<file path="src/rtl/l1d_refill_ctrl_if.sv">
// Next-level memory port of the L1D refill controller.
//   mem_req_valid/we/addr/wdata : request from the controller, held until mem_req_ready
//   mem_req_ready               : memory accepts the request this cycle
//   mem_rvalid/mem_rdata        : returned read beats of a line burst
// modport master = controller side, modport slave = memory side.
interface l1d_refill_ctrl_if #(
  parameter int ADDR_WIDTH = 32
);
  logic                  mem_req_valid;
  logic                  mem_req_we;
  logic [ADDR_WIDTH-1:0] mem_req_addr;
  logic [31:0]           mem_req_wdata;
  logic                  mem_req_ready;
  logic                  mem_rvalid;
  logic [31:0]           mem_rdata;

  modport master (
    output mem_req_valid, mem_req_we, mem_req_addr, mem_req_wdata,
    input  mem_req_ready, mem_rvalid, mem_rdata
  );

  modport slave (
    input  mem_req_valid, mem_req_we, mem_req_addr, mem_req_wdata,
    output mem_req_ready, mem_rvalid, mem_rdata
  );
endinterface

</file>
<file path="src/rtl/l1d_refill_ctrl.sv">
// L1D miss handler: optional dirty-victim writeback (one single-beat write
// per beat, data read from the L1D data array), then a line burst refill
// written beat by beat into the data array, tag install, one-cycle ack.
// Ports:
//   clk, rst_n                      clock, async active-low reset
//   miss_valid/miss_addr            miss from lookup, held until miss_ack
//   victim_dirty/victim_addr        victim info, latched with the miss
//   miss_ack, busy                  completion pulse, not-IDLE flag
//   arr_rd_en/arr_rd_beat/arr_rdata victim read (data one cycle later)
//   arr_wr_en/arr_wr_beat/arr_wdata refill write into the data array
//   tag_wr_en                       install tag for the latched miss
//   mem                             next-level memory port (master)
module l1d_refill_ctrl #(
  parameter  int ADDR_WIDTH = 32,
  parameter  int LINE_BYTES = 16,
  localparam int BEATS      = LINE_BYTES / 4,
  localparam int BEAT_W     = $clog2(BEATS)
) (
  input  logic                  clk,
  input  logic                  rst_n,
  input  logic                  miss_valid,
  input  logic [ADDR_WIDTH-1:0] miss_addr,
  input  logic                  victim_dirty,
  input  logic [ADDR_WIDTH-1:0] victim_addr,
  output logic                  miss_ack,
  output logic                  busy,
  output logic                  arr_rd_en,
  output logic [BEAT_W-1:0]     arr_rd_beat,
  input  logic [31:0]           arr_rdata,
  output logic                  arr_wr_en,
  output logic [BEAT_W-1:0]     arr_wr_beat,
  output logic [31:0]           arr_wdata,
  output logic                  tag_wr_en,
  l1d_refill_ctrl_if.master     mem
);

  typedef enum logic [2:0] {
    IDLE, WB_RD, WB_WR, FILL_REQ, FILL, DONE
  } state_t;

  localparam logic [BEAT_W-1:0] LAST = BEAT_W'(BEATS - 1);

  state_t                state;
  logic [BEAT_W-1:0]     k;
  logic [ADDR_WIDTH-1:0] maddr_q;
  logic [ADDR_WIDTH-1:0] vaddr_q;
  logic [31:0]           wdata_q;
  logic                  wb_first; // first cycle of WB_WR: arr_rdata is live

  logic fill_wr;
  assign fill_wr = (state == FILL) && mem.mem_rvalid;

  always_ff @(posedge clk or negedge rst_n) begin
    if (!rst_n) begin
      state    <= IDLE;
      k        <= '0;
      maddr_q  <= '0;
      vaddr_q  <= '0;
      wdata_q  <= '0;
      wb_first <= 1'b0;
    end else begin
      case (state)
        IDLE: if (miss_valid) begin
          maddr_q <= miss_addr;
          vaddr_q <= victim_addr;
          k       <= '0;
          state   <= victim_dirty ? WB_RD : FILL_REQ;
        end
        WB_RD: begin
          wb_first <= 1'b1;
          state    <= WB_WR;
        end
        WB_WR: begin
          wb_first <= 1'b0;
          if (wb_first) wdata_q <= arr_rdata;
          if (mem.mem_req_ready) begin
            if (k == LAST) begin
              k     <= '0;
              state <= FILL_REQ;
            end else begin
              k     <= k + 1'b1;
              state <= WB_RD;
            end
          end
        end
        FILL_REQ: if (mem.mem_req_ready) state <= FILL;
        FILL: if (mem.mem_rvalid) begin
          k <= k + 1'b1;  // wraps to 0 after the last beat
          if (k == LAST) state <= DONE;
        end
        DONE:    state <= IDLE;
        default: state <= IDLE;
      endcase
    end
  end

  // Moore decode from state/k; only the FILL write strobes follow mem_rvalid.
  assign busy        = (state != IDLE);
  assign miss_ack    = (state == DONE);
  assign arr_rd_en   = (state == WB_RD);
  assign arr_rd_beat = arr_rd_en ? k : '0;
  assign arr_wr_en   = fill_wr;
  assign arr_wr_beat = fill_wr ? k : '0;
  assign arr_wdata   = fill_wr ? mem.mem_rdata : '0;
  assign tag_wr_en   = fill_wr && (k == LAST);

  assign mem.mem_req_valid = (state == WB_WR) || (state == FILL_REQ);
  assign mem.mem_req_we    = (state == WB_WR);

  always_comb begin
    mem.mem_req_addr = '0;
    if (state == WB_WR)
      mem.mem_req_addr = vaddr_q + ADDR_WIDTH'({k, 2'b00});
    else if (state == FILL_REQ)
      mem.mem_req_addr = maddr_q & ~ADDR_WIDTH'(LINE_BYTES - 1);
  end

  // Array data is only valid in the first WB_WR cycle; afterwards the
  // captured copy keeps the write data stable under backpressure.
  always_comb begin
    mem.mem_req_wdata = '0;
    if (state == WB_WR) mem.mem_req_wdata = wb_first ? arr_rdata : wdata_q;
  end

endmodule

</file>
<file path="src/flat_wrapper.sv">
// flat-port wrapper written by rule: the top's interface ports become plain ports
module l1d_refill_ctrl_flat 
#(
  parameter  int ADDR_WIDTH = 32,
  parameter  int LINE_BYTES = 16,
  localparam int BEATS      = LINE_BYTES / 4,
  localparam int BEAT_W     = $clog2(BEATS)
)
  (clk, rst_n, miss_valid, miss_addr, victim_dirty, victim_addr, miss_ack, busy, arr_rd_en, arr_rd_beat, arr_rdata, arr_wr_en, arr_wr_beat, arr_wdata, tag_wr_en, mem_mem_req_valid, mem_mem_req_we, mem_mem_req_addr, mem_mem_req_wdata, mem_mem_req_ready, mem_mem_rvalid, mem_mem_rdata);
  l1d_refill_ctrl_if #(.ADDR_WIDTH(ADDR_WIDTH)) mem_i ();
  input  logic clk;
  input  logic rst_n;
  input  logic miss_valid;
  input  logic [ADDR_WIDTH-1:0] miss_addr;
  input  logic victim_dirty;
  input  logic [ADDR_WIDTH-1:0] victim_addr;
  output logic miss_ack;
  output logic busy;
  output logic arr_rd_en;
  output logic [BEAT_W-1:0] arr_rd_beat;
  input  logic [31:0] arr_rdata;
  output logic arr_wr_en;
  output logic [BEAT_W-1:0] arr_wr_beat;
  output logic [31:0] arr_wdata;
  output logic tag_wr_en;
  output wire logic [$bits(mem_i.mem_req_valid)-1:0] mem_mem_req_valid;
  output wire logic [$bits(mem_i.mem_req_we)-1:0] mem_mem_req_we;
  output wire logic [$bits(mem_i.mem_req_addr)-1:0] mem_mem_req_addr;
  output wire logic [$bits(mem_i.mem_req_wdata)-1:0] mem_mem_req_wdata;
  input wire logic [$bits(mem_i.mem_req_ready)-1:0] mem_mem_req_ready;
  input wire logic [$bits(mem_i.mem_rvalid)-1:0] mem_mem_rvalid;
  input wire logic [$bits(mem_i.mem_rdata)-1:0] mem_mem_rdata;
  assign mem_mem_req_valid = mem_i.mem_req_valid;
  assign mem_mem_req_we = mem_i.mem_req_we;
  assign mem_mem_req_addr = mem_i.mem_req_addr;
  assign mem_mem_req_wdata = mem_i.mem_req_wdata;
  assign mem_i.mem_req_ready = mem_mem_req_ready;
  assign mem_i.mem_rvalid = mem_mem_rvalid;
  assign mem_i.mem_rdata = mem_mem_rdata;
  l1d_refill_ctrl #(.ADDR_WIDTH(ADDR_WIDTH), .LINE_BYTES(LINE_BYTES)) u_core (.clk(clk), .rst_n(rst_n), .miss_valid(miss_valid), .miss_addr(miss_addr), .victim_dirty(victim_dirty), .victim_addr(victim_addr), .miss_ack(miss_ack), .busy(busy), .arr_rd_en(arr_rd_en), .arr_rd_beat(arr_rd_beat), .arr_rdata(arr_rdata), .arr_wr_en(arr_wr_en), .arr_wr_beat(arr_wr_beat), .arr_wdata(arr_wdata), .tag_wr_en(tag_wr_en), .mem(mem_i));
endmodule
</file>
<file path="config.mk">
export PLATFORM = sky130hd
export DESIGN_NAME = l1d_refill_ctrl_flat
export DESIGN_NICKNAME = d
export VERILOG_FILES = /design/src/rtl/l1d_refill_ctrl_if.sv /design/src/rtl/l1d_refill_ctrl.sv /design/src/flat_wrapper.sv
export SDC_FILE = /design/constraint.sdc
export NUM_CORES = 1
export LEC_CHECK = 0
export CORE_UTILIZATION = 43
export DETAILED_ROUTE_END_ITERATION = 10
export GPL_TIMING_DRIVEN = 0
export HOLD_SLACK_MARGIN = 0.02
export PLACE_DENSITY = 0.89
export SKIP_LAST_GASP = 1
export SYNTH_ARGS = -nofsm -noshare
export SYNTH_HDL_FRONTEND = slang
export SYNTH_SLANG_ARGS = --single-unit
</file>
<file path="constraint.sdc">
create_clock -name clk -period 3.8 [get_ports clk]
set_input_delay 0.95 -clock clk [delete_from_list [all_inputs] [get_ports clk]]
set_output_delay 0.95 -clock clk [all_outputs]
set_load 0.005 [all_outputs]
</file>
# Word-level counts from Yosys, hierarchy flattened
# Index checks and enable logic that the tools add are counted.
[classes]
addsub = 2
eq_ne = 11
n_mux = 21
reduce_logical = 10
[ops]
columns = ["op", "count"]
rows = [
  ["32-bit two-way mux", 5],
  ["32-bit by 4-bit adder with 32-bit output", 1],
  ["2-bit two-way mux", 8],
  ["3-bit two-way mux", 5],
  ["3-bit one-hot mux with 5 select lines", 1],
  ["2-bit != test, second input constant", 4],
  ["3-bit by 2-bit equality test with 1-bit output, second input constant", 2],
  ["3-bit equality test, second input constant", 2],
  ["2-bit one-hot mux with 3 select lines", 1],
  ["3-bit nonzero test", 2],
  ["5-bit AND reduction", 1],
  ["4-bit AND reduction", 1],
  ["3-bit by 1-bit equality test with 1-bit output, second input constant", 1],
  ["3-bit zero test", 1],
  ["2-bit by 1-bit adder with 2-bit output, second input constant", 1],
  ["2-bit equality test, second input constant", 1],
  ["1-bit logical AND", 2],
  ["2-bit by 1-bit != test with 1-bit output, second input constant", 1],
  ["1-bit one-hot mux with 2 select lines", 1],
  ["2-bit AND reduction", 1],
  ["2-bit nonzero test", 1],
  ["1-bit logical OR", 1],
]
[word_totals]
ff_bits = 102
inputBits = 134
output_inout_bits = 107
elab_cells = 50

# Depth between registers and ports, before layout
# Gate-level depths: netlist of run 1.
[logic_depth]
depth_word = 4
depth_mapped = 8
ltp_nobuf = 6

# Worst setup path after synthesis of run 1
# No wires, ideal clock.
[synth_timing]
kind = "register -> output"
startpoint = "register u_core.k[0]"
endpoint = "output port mem_mem_req_addr[30]"
arrival_ns = 2.266
t_required_ns = 2.850
path_slack_ns = 0.584
path_stages_with_launch = 8
path_buffers = 1
path_cell_list = "dfrtp_1 ha_1 fa_1 nand4_1 or3_1 buf_2 or4_1 a31oi_1"
[synth_between]
elab_chain_cells = 2
[synth_lines]
columns = ["item", "line", "source"]
rows = [
  ["start, declared", "l1d_refill_ctrl.sv:44", "logic [BEAT_W-1:0] k;"],
  ["start signal, assigned", "l1d_refill_ctrl.sv:81", "k <= k + 1'b1;"],
  ["start signal, assigned", "l1d_refill_ctrl.sv:88", "k <= k + 1'b1;"],
  ["32-bit by 4-bit adder with 32-bit output", "l1d_refill_ctrl.sv:113", "mem.mem_req_addr = vaddr_q + ADDR_WIDTH'({k, 2'b00});"],
  ["32-bit two-way mux", "l1d_refill_ctrl.sv:112", "if (state == WB_WR)"],
  ["end, declared", "flat_wrapper.sv:28", "output wire logic [$bits(mem_i.mem_req_addr)-1:0] mem_mem_req_addr;"],
]
# Every way passes these cells.

# Worst setup path in the final report of run 1
[layout_timing]
startpoint = "register u_core.k[1]"
endpoint = "output port mem_mem_req_addr[15]"
# Same word-level chain as after synthesis.

==> flow_summary.toml, run 1 <==
[run_status]
outcome = "completed"

[power]
p_total_mw = 6.52
power.density_nw_per_um2 = 755
vdd_drop_max_mv = 0.401
leakage_nw = 3.45

[cts]
htree_num_levels = 3
numClockSinks = 98
cts_hold_buf = 0
clk_pin_slew_ns = 0.07
root_buffer = "clkbuf_16"
clk_latency_ns = 0.34
clk_path_buf_depth = 2
cts_tree = "yes"
cts_buffers = 9

[routing]
highest_layer = "met4"
wl_met3_um = 1240
wl_per_cell_um = 17.6
drt_iter0_markers = 255
vias_per_cell = 5.39
wl_met2_um = 8390
wl_met1_um = 6640
num_vias = 5171
wl_um = 16900
dr.pass1.iters = 6
drc_errors = 0
ant_nets = 0

[timing]
rsz0062_at_grt = "yes"
min_period_ns = 3.75
fmax_mhz = 266
setup_viol = 0
finalHoldViolCount = 0
skew_ns = 0.00341
slew_headroom = 0.523
worst_pin_slew_ns = 0.715
slew_violations = 0
fin_crit_sh = 0.988

[place]
dp_hpwl_um = 12900
io_buffers = 236
gp_congestion = 0.853
dpl_cell_area_um2 = 8140

[cells_and_area]
antennaDiodeCount = 0
final_util = 0.687
drive_above_1_share = 0.193
register_area_um2 = 2460
nets = 921
multi_input_area_um2 = 2960
stdcell_area_um2 = 8630
fillCellCount = 948
area_delta_synth_final_pct = 55.9

[synth]
syn-mean-instance-area_um2 = 10.4
yosys_warnings = 0
synth_flop_cell = "dfrtp_1"
async_reset_ff_frac = 1.00
ys_seq_area_frac = 0.443
postSynthCellCount = 531
synthesis.nets = 669
synth_edf_count = 0
syn_area_um2 = 5540
ys_types = 40
ys_ff_latch = 98

[setup_path]
cp.required_ns = 2.85
path_class = "reg -> out"
start_kind = "register"
crit_path_top_delay_cell = "clkdlybuf4s50_1"
r2r_setup_slack_ns = 1.44
cpPeakStageDelay_ns = 0.55
worstPathMaxFanout = 9
endpoint_kind = "output port"
arrival_ns = 2.80
path_cells = "ha_1, a21oi_2, or4_4, or3_1, a31oi_1, clkdlybuf4s50_1"

[die]
floorplan.initialDensity = 0.440
design.core.area_um2 = 12600
pin_count = 241
die_h_um = 115
chipWidth_um = 115
rows = 41
die-area_um2 = 13300

[global_route]
overflow = 0
antenna_found_initial = 0
first_global_vias = 5157
grt_use_total = 0.254
grt_start_max_net_pins = 60
grt_pass1_wl_um = 26000

[job]
cap_violations = 0

[hold_path]
hp-class = "reg -> reg"
cell families after synthesis:
| logic type | Yosys count | share of synthesized area |
|---|---|---|
| DFF | 98 | 0.443 |
| adders and majority gates | 4 | 0.0104 |
| muxes | 122 | 0.241 |
| xor gates and xnor gates | 12 | 0.0190 |
| AOI/OAI and AO/OA | 77 | 0.0873 |
| and+or+nand+nor | 167 | 0.163 |
| buffers and inverters | 51 | 0.0364 |
synth_stat cells (2+ instances only):
| master | n | area [um^2] |
|---|---|---|
| dfrtp_1 | 98 | 2450 |
| mux2_2 | 88 | 991 |
| nor2_1 | 41 | 154 |
| and2_1 | 37 | 231 |
| mux2i_1 | 34 | 340 |
| clkbuf_1 | 32 | 120 |
| o21ai_0 | 30 | 150 |
| nand2_1 | 23 | 86.3 |
| a31oi_1 | 12 | 75.1 |
| nand3_1 | 11 | 55.1 |
| or4_1 | 11 | 82.6 |
| a21oi_1 | 10 | 50.1 |
| o31ai_1 | 10 | 75.1 |
| xnor2_1 | 10 | 87.6 |
| and3_1 | 9 | 56.3 |
| inv_1 | 9 | 33.8 |
| buf_2 | 8 | 40.0 |
| or3_1 | 8 | 50.1 |
| nor3_1 | 6 | 30.0 |
| nor4_1 | 5 | 31.3 |
| and4_1 | 4 | 35.0 |
| a211oi_1 | 3 | 22.5 |
| a221o_1 | 3 | 30.0 |
| ha_1 | 3 | 37.5 |
| nand4_1 | 3 | 18.8 |
| nor4b_1 | 3 | 26.3 |
| a311oi_1 | 2 | 17.5 |
| a32oi_1 | 2 | 17.5 |
| nand2b_1 | 2 | 12.5 |
| nor2b_1 | 2 | 12.5 |
| o31a_1 | 2 | 17.5 |
| xor2_1 | 2 | 17.5 |
sequential cells by signal (all words and copies together) (netlist names):
signal           cells
u_core.maddr_q      28
u_core.wb_first      1
u_core.wdata_q      32
u_core.k             2
u_core.state         3
u_core.vaddr_q      32
worst paths after layout:
path                                    startpoint              endpoint  cells past startpoint
worst max-delay path                   u_core.k[1]  mem_mem_req_addr[15]                      6
worst min-delay path            u_core.maddr_q[14]    u_core.maddr_q[14]                      1
worst max register to register     u_core.state[0]    u_core.vaddr_q[21]                      5
worst min register to register  u_core.maddr_q[14]    u_core.maddr_q[14]                      1
max in group asynchronous                    rst_n     u_core.vaddr_q[4]                      2
min in group asynchronous                    rst_n    u_core.wdata_q[13]                      1
routing by layer:
metal  GRT usage  vias up
met5           0        -
met4       0.125        0
met3      0.0586       53
met2       0.447      217
met1       0.289     2480
li1            -     2421
through the flow:
stage / std cells / TNS (ns) / hold WS (ns) / setup slack (ns)
after floorplan: 531 / 0 / 0.472 / 0.584
after global placement: 939 / -174.36 / 0.485 / -1.78
after detailed placement: 940 / -3.85 / 0.492 / -0.386
after CTS: 960 / -0.0337 / 0.507 / -0.0337
after global routing: 960 / -0.0259 / 0.516 / -0.0259
final: 960 / 0 / 0.504 / 0.0474
cell usage in the layout (no fill, tap or decap), types with 8 or more instances in the layout:
| cell type | n |
|---|---|
| dfrtp_1 | 93 |
| xnor2_1 | 10 |
| a21oi_1 | 9 |
| inv_1 | 9 |
| and3_1 | 8 |
| clkdlybuf4s50_1 | 223 |
| clkbuf_1 | 23 |
| nand2_1 | 22 |
| mux2_2 | 88 |
| buf_4 | 9 |
| o21ai_0 | 30 |
| clkbuf_2 | 8 |
| nor2_1 | 41 |
| and2_1 | 37 |
| or4_1 | 9 |
| nand3_1 | 11 |
| clkbuf_16 | 9 |
| o31ai_1 | 10 |
| mux2i_1 | 34 |
timing repair:
item | 4_1_cts | 5_1_grt
gates resized for setup | 31 | 21
setup endpoints to repair | 84 | 73
endpoints found under the hold margin | 0 | 0
pin swaps | 8 | 4
buffers inserted | 6 | 0
gates cloned | 0 | 0
final cells by class:
type | instances | area share
clock buffers | 9 | 0.0261
flip-flops and latches | 98 | 0.285
repair buffers | 243 | 0.280
multi-input cells | 382 | 0.343
well taps | 172 | 0.0249
inverters | 10 | 0.00435
clock inverters | 7 | 0.0170
plain buffers | 39 | 0.0200
critical path: cells and delay by family (launching register included):
kind / cells / cell delay, ns
compound gates: 2 / 0.39
fa+ha+maj: 1 / 0.29
buf+inv: 1 / 0.55
flops: 1 / 0.42
simple gates: 2 / 0.80
power by group:
| group | leakage (nW) | internal, mW | switching [mW] |
|---|---|---|---|
| combinational | 2.11 | 1.89 | 1.48 |
| clock | 0.181 | 0.717 | 0.403 |
| sequential | 1.16 | 1.59 | 0.440 |
| total | 3.45 | 4.20 | 2.32 |
No activity file was read; power rests on OpenSTA's default activity.
==> run 2, diff against run 1 <==
Settings changed: CORE_MARGIN set to 8.
==> run 2 against run 1 <==
Net effect:
- sequential power about the same
- setup slack improved by 0.016 ns
- count of clock-buffer cells in the layout is 4 higher
- die area is 26% higher
- register-to-register slack got worse by 0.06 ns
- final area down 1.1%
- critical path depth grew 2
- clock skew is 0.0045 ns higher
- clock power decreased by 16%
- global-route usage down 3.3 points
- utilization fell by 1.0 points
- largest cell class unchanged
- highest routed layer unchanged
==> flow_summary.toml, run 2 (same netlist as run 1, synthesis figures left out) <==
[cells_and_area]
multi_input_area_um2 = 2940
area_delta_synth_final_pct = 54.2
antennaDiodeCount = 0
final_util = 0.677
layout_common_cells = "clkdlybuf4s50_1, dfrtp_1, mux2_2"
fillCellCount = 970
register_area_um2 = 2460
nets = 919
layout_commonest_cell = "clkdlybuf4s50_1"
drive_above_1_share = 0.187
largestRegisters = "u_core.vaddr_q: 32 flops, u_core.wdata_q: 32 flops, u_core.maddr_q: 28 flops"

[setup_path]
cp.required_ns = 2.85
r2r_setup_slack_ns = 1.38
cp-startpoint = "u_core.vaddr_q[2]"
arrival_ns = 2.79
worstPathMaxFanout = 6
path_class = "reg -> out"
ff2ff_path_depth = 5
rr_endpoint = "u_core.maddr_q[30]"
r2r_start = "u_core.state[0]"
endpoint_kind = "output port"
start_kind = "register"

[global_route]
grt_start_max_net_pins = 57
grt_pass1_wl_um = 29200
global_route.usage.met1 = 0.250
use_met2 = 0.386
antenna_found_initial = 0
overflow = 0
grt_util_met3 = 0.0485
grt.busiest_layer = "met2"
grt_use_total = 0.221
first_global_vias = 5537

[routing]
drt_iter0_markers = 328
num_vias = 5194
wl_per_cell_um = 19.6
wl_um = 18800
vias_per_cell = 5.42
dr.pass1.iters = 5
ant_nets = 0
drc_errors = 0

[timing]
rsz0062_at_grt = "yes"
fin_crit_sh = 0.983
holdWs_ns = 0.506
fmax_mhz = 268
slew_violations = 0
worst_pin_slew_ns = 0.747
finalHoldViolCount = 0
setup_viol = 0
slew_headroom = 0.502
skew_ns = 0.00794
min_period_ns = 3.74

[cts]
clk_pin_slew_ns = 0.07
htree_num_levels = 3
clk_path_buf_depth = 2
cts_buffers = 9
root_buffer = "clkbuf_16"
clk_latency_ns = 0.35
cts_tree = "yes"
numClockSinks = 98

[hold_path]
hp-class = "reg -> reg"
min_to = "u_core.maddr_q[13]"
worstHoldStart = "u_core.maddr_q[13]"
min_path_cells = 1

[die]
die_h_um = 129
rows = 41
design.core.area_um2 = 12600
floorplan.initialDensity = 0.439
pin_count = 241
chipWidth_um = 129
die-area_um2 = 16800

[job]
cap_violations = 0

[power]
power.density_nw_per_um2 = 744
leakage_nw = 3.44
vdd_drop_max_mv = 0.467

[place]
gp_congestion = 0.903
io_buffers = 236
dp_hpwl_um = 14700

[run_status]
outcome = "completed"
run 2: worst max path at each step:
stage | end | cells past startpoint
after floorplan | mem_mem_req_addr[30] | 7
after global placement | u_core.vaddr_q[10] | 1
after detailed placement | mem_mem_req_addr[30] | 8
after CTS | mem_mem_req_addr[30] | 8
after global routing | mem_mem_req_addr[18] | 8
final | mem_mem_req_addr[16] | 8
run 2: area by class of cell:
class	count	share of cell area
Sequential cell	98	0.288
Buffer	39	0.0208
Clock inverter	3	0.00557
Clock buffer	13	0.0305
Timing Repair Buffer	241	0.281
Multi-Input combinational cell	382	0.345
Inverter	10	0.00440
Tap cell	172	0.0252
run 2: through the flow:
step           instance area [um^2]  instances  worst slack, ns  setup TNS [ns]  total power [mW]
2_1_floorplan                  5540        531            0.584               0              3.77
3_3_place_gp                   8110        939            -1.77         -173.59              5.22
3_5_place_dp                   8140        940           -0.343           -2.25              5.40
4_1_cts                        8480        957          -0.0794         -0.0884              6.36
5_1_grt                        8540        958          -0.0609          -0.126              6.78
6_report                       8540        958           0.0631               0              6.36
run 2: repair_timing:
action	CTS	global route
setup buffers	3	1
pin swaps	3	3
resized for setup	25	30
endpoints found under the setup margin	85	61
hold buffers	0	0
run 2: power by group:
part	internal [mW]	total (mW)	switching, mW	leakage (nW)
Sequential	1.58	2.02	0.439	1.16
Combinational	1.88	3.39	1.51	2.13
Clock	0.550	0.944	0.395	0.150
run 2: critical path, stage by stage (launching register included):
cell and delay, ns:
dfrtp_1 0.40, ha_4 0.17, fa_2 0.22, nand4_1 0.17
buf_4 0.22, nor4_1 0.42, xnor2_1 0.12, a21oi_1 0.17
clkdlybuf4s50_1 0.55
run 2: per-layer routing:
metal / wire length, um / part of all wire / vias up
met1: 7600 / 0.40 / 2514
li1: - / - / 2409
met5: 0 / 0 / -
met3: 1330 / 0.071 / 49
met2: 9190 / 0.49 / 222
met4: 661 / 0.035 / 0
==> run 3, diff against run 2 <==
Settings changed: SLEW_MARGIN set to 30.
==> run 3 against run 2 <==
Net effect:
- non-clock buffer count down 2
- global-route usage up 0.22 points
- sequential cell count unchanged
- fmax about the same
- largest power group unchanged
- clock skew down 0.0010 ns
- count of clock-buffer cells in the layout down 1
==> flow_summary.toml, run 3 (same netlist as run 1, synthesis figures left out) <==
[routing]
num_vias = 5191
wl_per_cell_um = 19.6
wl_um = 18700
drc_errors = 0
vias_per_cell = 5.43
drt_iter0_markers = 296
dr.pass1.iters = 5
ant_nets = 0

[power]
power.density_nw_per_um2 = 739
leakage_nw = 3.41
vdd_drop_max_mv = 0.463

[die]
chipWidth_um = 129
die_h_um = 129
rows = 41
floorplan.initialDensity = 0.439
pin_count = 241
design.core.area_um2 = 12600
die-area_um2 = 16800

[timing]
finalHoldViolCount = 0
setup_viol = 0
rsz0062_at_grt = "yes"
skew_ns = 0.00691
fmax_mhz = 268
worst_pin_slew_ns = 0.749
min_period_ns = 3.74
slew_headroom = 0.501
slew_violations = 0
fin_crit_sh = 0.983

[setup_path]
r2r_setup_slack_ns = 1.36
r2r_start = "u_core.state[0]"
path_class = "reg -> out"
arrival_ns = 2.79
start_kind = "register"
cp.required_ns = 2.85
endpoint_kind = "output port"
cp-startpoint = "u_core.vaddr_q[2]"
worstPathMaxFanout = 10

[global_route]
antenna_found_initial = 0
overflow = 0
grt_use_total = 0.223
first_global_vias = 5466
grt_start_max_net_pins = 57
grt_pass1_wl_um = 29200

[place]
place_inst = 940
gp_congestion = 0.903
io_buffers = 236
dp_hpwl_um = 14700

[cts]
clk_pin_slew_ns = 0.07
root_buffer = "clkbuf_16"
cts_buffers = 9
cts_tree = "yes"
clk_latency_ns = 0.35
numClockSinks = 98
clk_path_buf_depth = 2
cts_hold_buf = 0
htree_num_levels = 3

[cells_and_area]
nets = 917
fin_cells = 956
final_util = 0.676
drive_above_1_share = 0.188
antennaDiodeCount = 0
largestRegisters = "u_core.vaddr_q: 32 flops, u_core.wdata_q: 32 flops, u_core.maddr_q: 28 flops"
layout_common_cells = "clkdlybuf4s50_1, dfrtp_1, mux2_2"
area_delta_synth_final_pct = 54.1
layout_commonest_cell = "clkdlybuf4s50_1"

[run_status]
outcome = "completed"

[job]
cap_violations = 0

[hold_path]
hp-class = "in -> async"
-- run 3: repair_timing --
item,4_1_cts,5_1_grt
resized for setup,28,25
endpoints found under the setup margin,85,61
pin swaps,4,3
setup buffers,3,0
-- run 3: metal layers --
| layer | vias to the layer above | global-route usage | part of all wire |
|---|---|---|---|
| met5 | - | 0 | 0 |
| met3 | 40 | 0.0489 | 0.080 |
| met2 | 243 | 0.382 | 0.49 |
| li1 | 2400 | - | - |
| met1 | 2508 | 0.260 | 0.40 |
| met4 | 0 | 0.105 | 0.031 |
-- run 3: report_power, final --
group	switching [mW]	total (mW)	internal, mW
clock network	0.400	0.879	0.479
registers	0.440	2.03	1.59
logic	1.51	3.40	1.89
-- run 3: area by class of cell --
cell class	instances	area, um^2
buffer	38	174
inverter	10	37.5
fill	973	4090
timing repair buffer	240	2400
clock inverter	4	26.3
sequential	98	2460
clock buffer	12	256
multi-input combinational	382	2960
tap	172	215
-- run 3: worst paths after layout --
path | endpoint | cells past startpoint
worst min register to register | u_core.vaddr_q[1] | 1
worst max register to register | u_core.maddr_q[30] | 5
max in group asynchronous | u_core.vaddr_q[10] | 2
min in group clk | u_core.vaddr_q[1] | 1
worst min-delay path | u_core.wdata_q[13] | 1
worst max-delay path | mem_mem_req_addr[30] | 8
-- run 3: per-stage QoR --
step / cell area [um^2] / total power [mW] / hold slack, ns / TNS [ns] / setup slack [ns]
2_1_floorplan: 5540 / 3.77 / 0.472 / 0 / 0.584
3_3_place_gp: 8110 / 5.22 / 0.485 / -173.59 / -1.77
3_5_place_dp: 8140 / 5.41 / 0.491 / -3.17 / -0.399
4_1_cts: 8470 / 6.30 / 0.506 / -0.131 / -0.120
5_1_grt: 8530 / 6.75 / 0.523 / -0.176 / -0.0476
6_report: 8530 / 6.31 / 0.506 / 0 / 0.0633
-- run 3: worst max-delay path, stage by stage (launching register included) --
cell	delay, ns
dfrtp_1	0.40
ha_4	0.17
fa_2	0.22
nand4_1	0.16
or3_4	0.44
buf_4	0.19
or4_1	0.49
a31oi_2	0.22
clkbuf_2	0.14
